<file path="src/rtl/sequence_detector.sv">
// Moore FSM that flags the serial pattern 1011 (first bit first) with a registered
// one-cycle pulse. OVERLAP selects whether a match's trailing bits may seed the next one.
module sequence_detector #(
  parameter bit OVERLAP = 1'b1
) (
  input  logic clk,
  input  logic reset,
  input  logic in,
  output logic out
);

  typedef enum logic [2:0] {
    S0 = 3'd0,
    S1 = 3'd1,
    S2 = 3'd2,
    S3 = 3'd3,
    S4 = 3'd4
  } state_e;

  state_e state_q, state_d;

  always_ff @(posedge clk) begin
    if (!reset) begin
      state_q <= S0;
    end else begin
      state_q <= state_d;
    end
  end

  always_comb begin
    state_d = S0;
    case (state_q)
      S0:      state_d = in ? S1 : S0;
      S1:      state_d = in ? S1 : S2;
      S2:      state_d = in ? S3 : S0;
      S3:      state_d = in ? S4 : S2;
      // In overlap mode the trailing "10" of a following stream reuses the last '1'.
      S4:      state_d = in ? S1 : (OVERLAP ? S2 : S0);
      default: state_d = S0;
    endcase
  end

  assign out = (state_q == S4);

endmodule

</file>
<file path="config.mk">
export PLATFORM = sky130hd
export DESIGN_NAME = sequence_detector
export DESIGN_NICKNAME = d
export VERILOG_FILES = /design/src/rtl/sequence_detector.sv
export SDC_FILE = /design/constraint.sdc
export NUM_CORES = 1
export LEC_CHECK = 0
export CAP_MARGIN = 20
export CORE_AREA = 5 5 42 44
export CTS_CLUSTER_DIAMETER = 120
export DETAILED_ROUTE_END_ITERATION = 8
export DIE_AREA = 0 0 47 49
export SYNTH_ARGS = -nofsm -noshare
export SYNTH_HDL_FRONTEND = slang
export SYNTH_SLANG_ARGS = --single-unit
</file>
<file path="constraint.sdc">
create_clock -name clk -period 0.9 [get_ports clk]
set_input_delay 0.135 -clock clk [delete_from_list [all_inputs] [get_ports clk]]
set_output_delay 0.135 -clock clk [all_outputs]
set_load 0.01 [all_outputs]
</file>
# Yosys cells after proc, flatten, opt, wreduce, memory -nomap -nowiden
# Index checks and enable logic that the tools add are counted.
word_totals:
  word_cells: 12
  ff_bits: 3
  output_inout_bits: 1
classes:
  eq_ne: 4
  n_mux: 5
  n_reduce_logical: 2
op_table:
  columns: ["op", "n"]
  rows:
  - ["3-bit one-hot mux with 4 select lines", 1]
  - ["3-bit by 2-bit equality test with 1-bit output, second input constant", 2]
  - ["2-bit two-way mux", 2]
  - ["3-bit by 1-bit equality test with 1-bit output, second input constant", 1]
  - ["3-bit equality test, second input constant", 1]
  - ["3-bit logical NOT", 1]
  - ["3-bit two-way mux", 1]
  - ["2-bit OR reduction", 1]
  - ["1-bit two-way mux", 1]

# Depth between registers and ports, before layout
depth:
  depth_word: 3
  ltp_mapped: 2
  ltp_nobuf: 2

# Worst setup path after synthesis
# No wires, ideal clock.
synth_path:
  path_kind: "reg-to-reg"
  from: "reg state_q[2]"
  to: "reg state_q[1]"
  path_stages_with_launch: 3
  path_buffers: 0
  setup_slack_ns: 0.050
  period_less_slack_ns: 0.850
  arrival_ns: 0.730
  setup_ns: 0.120
  cell_sequence: "dfxtp_1 nor4b_1 o31a_1"
synth_via:
  elab_chain_len: 3
synth_lines:
  columns: ["element", "line", "source"]
  rows:
  - ["start: declaration", "20", "state_e state_q, state_d;"]
  - ["start signal: assignment", "26", "state_q <= state_d;"]
  - ["3-bit equality test or 3-bit by 1-bit equality test with 1-bit output (tied branches)", "32", "case (state_q)"]
  - ["2-bit OR reduction (no line)", null, null]
  - ["3-bit one-hot mux with 4 select lines (*)", "32", null]
# Every way passes the cells marked *; elsewhere a longest branch is shown, timed or not.
# A chain may end at the register's enable or synchronous reset.

# Final worst setup path
layout_path:
  from: "reg state_q[0]"
  to: "out out"
layout_via:
  elab_chain_len: 1
layout_lines:
  columns: ["element", "line", "source"]
  rows:
  - ["3-bit equality test", "43", "assign out = (state_q == S4);"]
  - ["end: declaration", "9", "output logic out"]
# No other way between the ends.

==> flow_metrics.py <==
metrics = {
    "run_status": {
        "status": "complete, but fails checks",
        "violations": "setup timing",
    },
    "critical_path": {
        "arrival_ns": 0.86,
        "crit_required_ns": 0.76,
        "cpPeakStageDelay_ns": 0.31,
        "critPathMaxFanout": 2,
        "slowest_stage": "dfxtp_2",
        "path_cells": "nor3b_2, buf_2",
        "crit_family": "flip-flops",
        "cp_num_buf_inv": 1,
        "endpoint_kind": "output port",
        "r2r_cells": 3,
        "criticalPathCategory": "flip-flop to output port",
        "startpoint_type": "flip-flop",
        "cp.depth": 2,
        "rr_endpoint": "state_q[1]$_SDFF_PN0_",
        "ff2ff_setup_slack_ns": -0.09,
        "worstReg2RegStart": "state_q[2]$_SDFF_PN0_",
    },
    "final_layout": {
        "largest-register": "state_q",
        "postLayoutCoreUtil_pct": 18.21,
        "antenna_cells": 0,
        "nets": 27,
        "mostFrequentLayoutCells": "clkbuf_4 (3), buf_4 (3), clkdlybuf4s50_1 (2), dfxtp_2 (2)",
        "top_regs": "state_q x3",
        "syn2layout_area_growth_pct": 92.45,
        "drive_gt1_share_pct": 65.22,
        "design_area_sq_um": 255.2,
        "largest_reg_flops": 3,
    },
    "synth": {
        "syn_area_per_cell_sq_um": 11.05,
        "syn_area_sq_um": 132.6,
        "synth_nets": 15,
        "yosysSeqAreaShare_pct": 45.28,
        "ys_types": 9,
        "synthCells": 12,
        "ys_ff_latch": 3,
        "synth_warnings": 0,
    },
    "power": {
        "p_seq_share_pct": 34.7,
        "switching_share_pct": 19.75,
        "finalPower_w": 0.0004102,
        "pwr_density_cell_mw_per_mm2": 1607,
        "p_int_w": 0.0003292,
        "switching_power_w": 0.00008100,
        "comb_power_share_pct": 8.9,
        "clockPowerShare_pct": 56.5,
        "ir_drop_v": 0.0002124,
        "p_leak_nw": 0.1003,
    },
    "sta": {
        "fin_crit_ns": 0.9927,
        "slew_headroom_pct": 83.44,
        "hold_violations": 0,
        "grt_setup_unrepaired": "true",
        "final.period_utilization_pct": 110.3,
        "worst_pin_slew_ns": 0.2449,
        "setup_viol": 2,
        "fin_ws_ns": -0.09273,
        "slew_violations": 0,
        "fin_worst_skew_ns": 0.001138,
        "max_freq_mhz": 1007,
        "whs_ns": 0.4834,
    },
    "clock_network": {
        "cts_max_path_buffers": 2,
        "cts_tree": "done",
        "path_clk_slew_ns": 0.03,
        "cts_hold_buf": 0,
        "numCtsBuffers": 3,
        "cts_root_buf": "clkbuf_4",
        "clk_latency_ns": 0.23,
        "htree_num_levels": 1,
        "cts.sink_count": 3,
    },
    "floorplanning": {
        "dieHeight_um": 49,
        "fp-row-count": 14,
        "ioPinCount": 4,
        "core-area_sq_mm": 0.001401,
        "dieArea_sq_mm": 0.002303,
        "initial_utilization_pct": 9.464,
        "dieWidth_um": 47,
    },
    "placed_design": {
        "numPortBuffers": 3,
        "gp_congestion": 0.6482,
        "dp_slack_ns": -0.3032,
        "place_area_sq_um": 212.7,
    },
    "grt": {
        "grt_pass1_vias": 147,
        "grt_pass1_wl_um": 517,
        "gr-usage-all-layers_pct": 4.008,
        "grt_max_degree": 6,
        "antenna_found_initial": 0,
        "grt_remaining_overflow": 0,
    },
    "min_path": {
        "whs_endpoint": "state_q[1]$_SDFF_PN0_",
        "min_path_cells": 2,
        "hp-class": "primary input to flip-flop",
        "hp-start": "reset",
    },
    "detailed_routing": {
        "routedWlPerCell_um": 8.205,
        "num_vias": 132,
        "drc": 0,
        "finalWirelength_um": 320,
        "dr.pass1.iters": 2,
        "drtAntennaViolNets": 0,
        "viasPerCell": 3.385,
        "first_iter_violations": 3,
    },
    "flow_run": {
        "cap_violations": 0,
    },
}
==> synth_stat cells (all sizes together) <==
cell / number / area share, %
nand2: 1 / 2.8
nor3b: 2 / 11
maj3: 1 / 7.5
nor2: 1 / 2.8
dfxtp: 3 / 45
nor4b: 1 / 6.6
o31a: 1 / 6.6
and4bb: 1 / 9.4
nor4bb: 1 / 7.5
==> worst max path at each step <==
stage | startpoint | slack, ns | to
floorplan | state_q[2]$_SDFF_PN0_ | 0.05 | state_q[1]$_SDFF_PN0_
global placement | state_q[2]$_SDFF_PN0_ | -0.27 | out
detailed placement | state_q[1]$_SDFF_PN0_ | -0.30 | out
CTS | state_q[0]$_SDFF_PN0_ | -0.10 | out
global route | state_q[0]$_SDFF_PN0_ | -0.14 | out
finish | state_q[0]$_SDFF_PN0_ | -0.09 | out
==> per-layer routing <==
metal	share of wire, %	routed length, um	vias up	global-route usage [%]
li1	-	-	70	-
met1	35	112	58	2.626
met2	49	158	4	4.751
met3	15	48	0	4.428
met4	0	0	0	5.530
met5	0	0	-	0
==> kinds of logic after synthesis <==
group / Yosys count / synth area share [%]
and+or+nand+nor: 7 / 40.56
adders and majority gates: 1 / 7.547
AOI/OAI and AO/OA: 1 / 6.605
DFF: 3 / 45.28
==> what timing repair did <==
item                                    in CTS  in global routing
setup buffers                                0                  0
endpoints found under the setup margin       3                  3
pin swaps                                    2                  2
resized for setup                            8                  3
==> stage by stage <==
| stage | std cells | TNS [ns] |
|---|---|---|
| floorplan | 12 | 0 |
| global placement | 35 | -0.8306 |
| detailed placement | 35 | -0.9004 |
| CTS | 39 | -0.2125 |
| global route | 39 | -0.2771 |
| finish | 39 | -0.1809 |
==> power by group through the flow <==
stage | Sequential [W] | Clock (W) | Combinational, W
finish | 0.000142 | 0.000232 | 0.0000363
CTS | 0.000141 | 0.000249 | 0.0000344
global placement | 0.000142 | 0 | 0.0000326
floorplan | 0.000144 | 0 | 0.00000816
detailed placement | 0.000142 | 0 | 0.0000332
global route | 0.000142 | 0.000261 | 0.0000400
==> layout make-up <==
class,count,area (sq um)
fillers,162,1146
repair buffers,7,58.81
multi-input cells,9,87.58
clock buffers,4,26.28
flip-flops and latches,3,62.56
well taps,16,20.02
(Power assumes the default switching activity.)
